## config.mk

```make
export PLATFORM = sky130hd
export DESIGN_NAME = sser_key_rx
export DESIGN_NICKNAME = d
export VERILOG_FILES = /design/src/rtl/sser_key_rx.sv
export SDC_FILE = /design/constraint.sdc
export NUM_CORES = 1
export LEC_CHECK = 0
export CAP_MARGIN = 20
export CORE_ASPECT_RATIO = 2
export CORE_MARGIN = 1
export CORE_UTILIZATION = 48
export CTS_CLUSTER_SIZE = 16
export DETAILED_ROUTE_END_ITERATION = 12
export DONT_BUFFER_PORTS = 1
export GPL_ROUTABILITY_DRIVEN = 0
export PLACE_DENSITY_LB_ADDON = 0.05
export SETUP_SLACK_MARGIN = 0.1
export SYNTH_ARGS = -nofsm -noshare
export SYNTH_HDL_FRONTEND = slang
export SYNTH_SLANG_ARGS = --single-unit
```

## constraint.sdc

```tcl
create_clock -name clk -period 3.3 [get_ports clk]
set_input_delay 0.66 -clock clk [delete_from_list [all_inputs] [get_ports clk]]
set_output_delay 0.66 -clock clk [all_outputs]
set_load 0.02 [all_outputs]
```

## src/rtl/sser_key_rx.sv

```systemverilog
// Serial key receiver: assembles a start-framed word from the sequencer's SDRD
// bit on key-window reads and raises unlock on match, fail pulse/count otherwise.
module sser_key_rx #(
    parameter int                  KEY_BITS = 16,
    parameter logic [KEY_BITS-1:0] KEY      = 16'hA55A,
    parameter int                  TIMEOUT  = 255
) (
    input  logic                clk,
    input  logic                rst_n,
    input  logic                bus_stb,
    input  logic                sser_n,
    input  logic                ba13,
    input  logic                ba12,
    input  logic                br_w,
    input  logic                sdrd,
    input  logic                clr,
    output logic                busy,
    output logic                unlock,
    output logic                fail,
    output logic [1:0]          fail_cnt,
    output logic [KEY_BITS-1:0] rx_word
);
    localparam int CW = $clog2(KEY_BITS + 1);
    localparam int TW = $clog2(TIMEOUT + 1);

    typedef enum logic [1:0] {IDLE, SHIFT, CHECK} state_t;

    state_t              r_state, w_next;
    logic [KEY_BITS-1:0] r_sreg;
    logic [CW-1:0]       r_cnt;
    logic [TW-1:0]       r_to;
    logic                r_unlock, r_fail;
    logic [1:0]          r_fail_cnt;
    logic [KEY_BITS-1:0] r_rx_word;
    logic                w_qs, w_last_bit, w_expire;

    assign w_qs       = bus_stb & ~sser_n & ~ba13 & ba12 & br_w;
    assign w_last_bit = (r_cnt == CW'(KEY_BITS - 1));
    assign w_expire   = (r_to == TW'(TIMEOUT - 1));

    always_ff @(posedge clk or negedge rst_n) begin
        if (!rst_n) r_state <= IDLE;
        else        r_state <= w_next;
    end

    always_comb begin
        w_next = r_state;
        case (r_state)
            IDLE:    if (w_qs && sdrd) w_next = SHIFT;
            SHIFT: begin
                if (w_qs) begin
                    if (w_last_bit) w_next = CHECK;
                end else if (w_expire) begin
                    w_next = IDLE;
                end
            end
            CHECK:   w_next = IDLE;
            default: w_next = IDLE;
        endcase
        if (clr) w_next = IDLE;
    end

    always_ff @(posedge clk or negedge rst_n) begin
        if (!rst_n) begin
            r_sreg     <= '0;
            r_cnt      <= '0;
            r_to       <= '0;
            r_unlock   <= 1'b0;
            r_fail     <= 1'b0;
            r_fail_cnt <= 2'd0;
            r_rx_word  <= '0;
        end else if (clr) begin
            // rx_word is deliberately held so software can still inspect it
            r_cnt      <= '0;
            r_to       <= '0;
            r_unlock   <= 1'b0;
            r_fail     <= 1'b0;
            r_fail_cnt <= 2'd0;
        end else begin
            r_fail <= 1'b0;
            case (r_state)
                IDLE: begin
                    if (w_qs && sdrd) begin
                        r_cnt <= '0;
                        r_to  <= '0;
                    end
                end
                SHIFT: begin
                    if (w_qs) begin
                        r_sreg <= KEY_BITS'({r_sreg, sdrd});
                        r_cnt  <= r_cnt + CW'(1);
                        r_to   <= '0;
                    end else begin
                        r_to   <= w_expire ? '0 : r_to + TW'(1);
                    end
                end
                CHECK: begin
                    r_rx_word <= r_sreg;
                    if (r_sreg == KEY) begin
                        r_unlock <= 1'b1;
                    end else begin
                        r_unlock <= 1'b0;
                        r_fail   <= 1'b1;
                        if (r_fail_cnt != 2'd3) r_fail_cnt <= r_fail_cnt + 2'd1;
                    end
                end
                default: ;
            endcase
        end
    end

    assign busy     = (r_state != IDLE);
    assign unlock   = r_unlock;
    assign fail     = r_fail;
    assign fail_cnt = r_fail_cnt;
    assign rx_word  = r_rx_word;

endmodule

```

# ---- Yosys cells after proc, flatten, opt, wreduce, memory -nomap -nowiden
# Index checks and enable logic that the tools add are counted.
# Widths: inputs -> output; s select.
dict set report word_totals {
  reg_bits 51
  out_inout_bits 21
  elab_cells 66
}
dict set report op_classes {
  add_sub_neg 3
  n_eq_ne 11
  n_mux 25
  n_bitwise 7
  n_reduce_logical 12
}
# cell n
set op_table {}
lappend op_table {{$mux 8} 4}
lappend op_table {{$mux 2} 9}
lappend op_table {{$eq 16x16->1 const B} 1}
lappend op_table {{$pmux 8 s2} 1}
lappend op_table {{$mux 5} 3}
lappend op_table {{$reduce_and 3->1} 4}
lappend op_table {{$pmux 5 s2} 1}
lappend op_table {{$add 8x1->8 const B} 1}
lappend op_table {{$eq 8x8->1 const B} 1}
lappend op_table {{$ne 4x4->1 const B} 2}
lappend op_table {{$mux 1} 6}
lappend op_table {{$ne 3x3->1 const B} 2}
lappend op_table {{$reduce_bool 2->1} 3}
lappend op_table {{$add 5x1->5 const B} 1}
lappend op_table {{$eq 5x4->1 const B} 1}
lappend op_table {{$and 1x1->1} 4}
lappend op_table {{$ne 2x2->1 const B} 2}
lappend op_table {{$pmux 2 s2} 1}
lappend op_table {{$reduce_and 2->1} 2}
lappend op_table {{$not 1->1} 3}
lappend op_table {{$reduce_bool 3->1} 1}
lappend op_table {{$add 2x1->2 const B} 1}
lappend op_table {{$eq 2x1->1 const B} 1}
lappend op_table {{$eq 2x2->1 const B} 1}
lappend op_table {{other kinds (2)} 2}

# ---- Depth between registers and ports, before layout
dict set report logic_depth {
  depth_word 9
  depth_mapped 6
  ltp_nobuf 6
}

# ---- Worst setup path before layout
# No wires, ideal clock.
dict set report synth_timing {
  path_kind {input to register}
  startpoint {input port clr}
  endpoint {register r_rx_word[10], in the netlist rx_word[10]}
  arrival_time_ns 1.677
  path_slack_ns 1.496
  stages 6
  n_path_buf 3
  path_cell_list {buf_2 inv_1 and2_1 buf_2 buf_4 mux2_1}
}
dict set report synth_via {
  elab_chain_cells 2
}
# element line_no
set synth_lines {}
lappend synth_lines {{start, declared} 16} ;# input logic clr,
lappend synth_lines {{$not 1->1 (no line)} --}
lappend synth_lines {{$reduce_and 2->1 (no line)} --}
lappend synth_lines {{end signal, assigned} 98} ;# r_rx_word <= r_sreg;
lappend synth_lines {{end, declared} 34} ;# logic [KEY_BITS-1:0] r_rx_word;
# Every way passes these cells.
# A chain may end at the register's enable or synchronous reset.

# ---- Worst setup path after layout
dict set report layout_timing {
  startpoint {register r_state[1]}
  endpoint {register r_sreg[2]}
}
dict set report layout_via {
  elab_chain_cells 2
}
# element line_no
set layout_lines {}
lappend layout_lines {{start, declared} 28} ;# state_t r_state, w_next;
lappend layout_lines {{start signal, assigned} 43} ;# else r_state <= w_next;
lappend layout_lines {{$eq 2x1->1} 81} ;# case (r_state)
lappend layout_lines {{$reduce_and 3->1 (no line)} --}
lappend layout_lines {{end signal, assigned} 90} ;# r_sreg <= KEY_BITS'({r_sreg, sdrd});
lappend layout_lines {{end, declared} 29} ;# logic [KEY_BITS-1:0] r_sreg;
# Every way passes these cells.

==> results.sh <==
export IMPL_yosys_area_top_type="dfrtp_1"
export IMPL_drive_gt1_frac=0.1044
export IMPL_layout_commonest_cell="dfrtp_1"
export IMPL_post_cts_resized=0
export IMPL_cts_tree="built"
export IMPL_grt_use_met1=0.1978
export IMPL_dr_pass1_iters=4
export IMPL_clk_pin_slew_ns=0.09
export IMPL_powerDensity_nw_per_um2=434.2
export IMPL_grt_pass1_vias=1411
export IMPL_postCtsHoldBufs=0
export IMPL_cts_buffers=5
export IMPL_drc=0
export IMPL_ys_seq_area_frac=0.5537
export IMPL_period_share=0.6072
export IMPL_fin_setup_tns_ns=0
export IMPL_antenna_cells=0
export IMPL_wl_per_cell_um=16.69
export IMPL_antenna_found_initial=0
export IMPL_cap_violations=0
export IMPL_ir_drop_uv=369.5
export IMPL_routed_via_density=5.814
export IMPL_synth_edf_count=0
export IMPL_netlist_area_leader_share=0.5537
export IMPL_cts_buffer_depth=2
export IMPL_crit_path_end_kind="flop"
export IMPL_p_leak_nw=1.175
export IMPL_clock_latency_ns=0.30
export IMPL_slew_viol_final=0
export IMPL_timing_fmax_ghz=0.4991
export IMPL_grt_max_degree=52
export IMPL_use_met2=0.3188
export IMPL_rows=35
export IMPL_htreeDepth=2
export IMPL_netlist_area_um2=2305
export IMPL_area_growth_pct=5.755
export IMPL_cts_sinks=51
export IMPL_worstPathArrival_ns=2.18
export IMPL_critPathKind="flop to flop"
export IMPL_outcome="complete, no violations"
export IMPL_worstPathRequired_ns=3.48
export IMPL_ioPinCount=30
export IMPL_vias=1378
export IMPL_numPortBuffers=0
export IMPL_final_antenna_net_count=0
export IMPL_fin_worst_skew_ns=0.008524
export IMPL_grt_first_pass_wirelength_mm=6.817
export IMPL_path_max_fanout=20
export IMPL_synth_area_top_cells="dfrtp_1 55%, mux2_1 13%, mux2_2 2.9%"
export IMPL_synth_cell_types=43
export IMPL_netlist_instances=181
export IMPL_async_flop_share=1.000
export IMPL_cts_root_buf="clkbuf_8"
export IMPL_cts_setup_buffers=0
export IMPL_grt_busiest_layer="met2"
export IMPL_core_um2=4598
export IMPL_die_area_um2=5099
export IMPL_chipWidth_um=51.00
export IMPL_holdCritPathClass="input pin to asynchronous set/reset pin"
export IMPL_fillers=402
export IMPL_final_setup_viol_count=0
export IMPL_rsz0062_at_grt="false"
export IMPL_ys_ff_latch=51
export IMPL_dp_hpwl_mm=2.826
export IMPL_gr_usage_met3=0.04242
export IMPL_hold_ws_ns=0.04323
export IMPL_synth_avg_cell_area_um2=12.73
export IMPL_grtUsageTotal=0.1790
export IMPL_final_cell_mix="51 x dfrtp_1, 27 x mux2_1, 13 x nand2_1"
export IMPL_worstSetupStartpointType="flop"
export IMPL_yosys_warnings=0
export IMPL_layout_nets=196
export IMPL_worst_pin_slew_ns=0.9031
export IMPL_hold_violations=0
export IMPL_drt_iter0_markers=31
export IMPL_die_y_um=100.0
export IMPL_period_minus_slack_ns=2.004
export IMPL_synthFlopType="dfrtp_1"
export IMPL_relSlewSlack=0.3979
export IMPL_drt_total_wl_mm=3.955
export IMPL_syn_num_nets=195
export IMPL_grt_overflow=0
export IMPL_r2r_slack_ns=1.30
export IMPL_start_util=0.5012
-- worst paths after layout --
check	from	to	cells after the start
min	rst_n	rx_word[12]	0
min in group clk	clr	fail	1
max in group asynchronous	rst_n	rx_word[4]	0
max reg2reg	r_state[1]	r_sreg[2]	4
min reg2reg	r_cnt[4]	r_cnt[4]	2
max	r_state[1]	r_sreg[2]	4
-- synthesized netlist by cell type (all sizes together) (5+ instances only) --
library cell   n
ha             5
buf            6
nor2           5
inv            6
nand3          6
mux2          33
dfrtp         51
nand2         13
o21ai         10
a21oi          5
-- kinds of logic (layout without fill, tap and decap cells) --
| group | count (synthesis) | count (layout) | share of synthesized area |
|---|---|---|---|
| flops | 51 | 51 | 0.5537 |
| simple gates | 51 | 51 | 0.1384 |
| mux | 34 | 34 | 0.1656 |
| compound gates | 26 | 26 | 0.08089 |
| buf+inv | 12 | 13 | 0.02660 |
| fa+ha+maj | 5 | 5 | 0.02714 |
| xor+xnor | 2 | 2 | 0.007602 |
-- report_power, final --
group	internal, W	leakage (nW)	total, W	switching (W)
clock	0.000222	0.0513	0.000413	0.000190
sequential	0.000626	0.712	0.000628	0.00000181
combinational	0.00000684	0.412	0.0000174	0.0000106
-- area by class of cell --
| class | instances | area (um^2) | share of cell area |
|---|---|---|---|
| Sequential cell | 51 | 1276 | 0.5236 |
| Multi-Input combinational cell | 118 | 967.2 | 0.3968 |
| Clock buffer | 6 | 72.57 | 0.02977 |
| Tap cell | 55 | 68.82 | 0.02823 |
| Clock inverter | 1 | 30.03 | 0.01232 |
| Inverter | 6 | 22.52 | 0.009240 |
-- per-stage QoR --
stage          utilization  power [W]  area (um^2)  setup WS (ns)  cells
2_1_floorplan            -  0.0006580         2305          1.496    181
6_report            0.5301   0.001058         2437          1.296    237
5_1_grt             0.5301   0.001099         2437          1.127    237
4_1_cts             0.5301   0.001074         2437          1.269    237
3_3_place_gp        0.5078  0.0006575         2335          1.049    230
3_5_place_dp        0.5078  0.0006579         2335         0.9681    230
-- metal layers --
layer | wire (um) | up-vias
met3 | 130 | 7
met2 | 2212 | 28
met1 | 1539 | 690
met5 | 0 | -
met4 | 73 | 0
li1 | - | 653
-- critical path: stages (launching register included) --
cell and delay, ns:
dfrtp_1 0.44, nand2b_1 0.23, nor2_2 0.19, nand2b_1 0.51, mux2_1 0.52
-- flip-flops by register name, indices dropped and copies added (netlist names) --
| register | cells |
|---|---|
| r_sreg | 16 |
| fail_cnt | 2 |
| r_cnt | 5 |
| r_state | 2 |
| r_to | 8 |
| fail | 1 |
| rx_word | 16 |
| unlock | 1 |
Note: power is estimated with default switching activity, not from simulation.
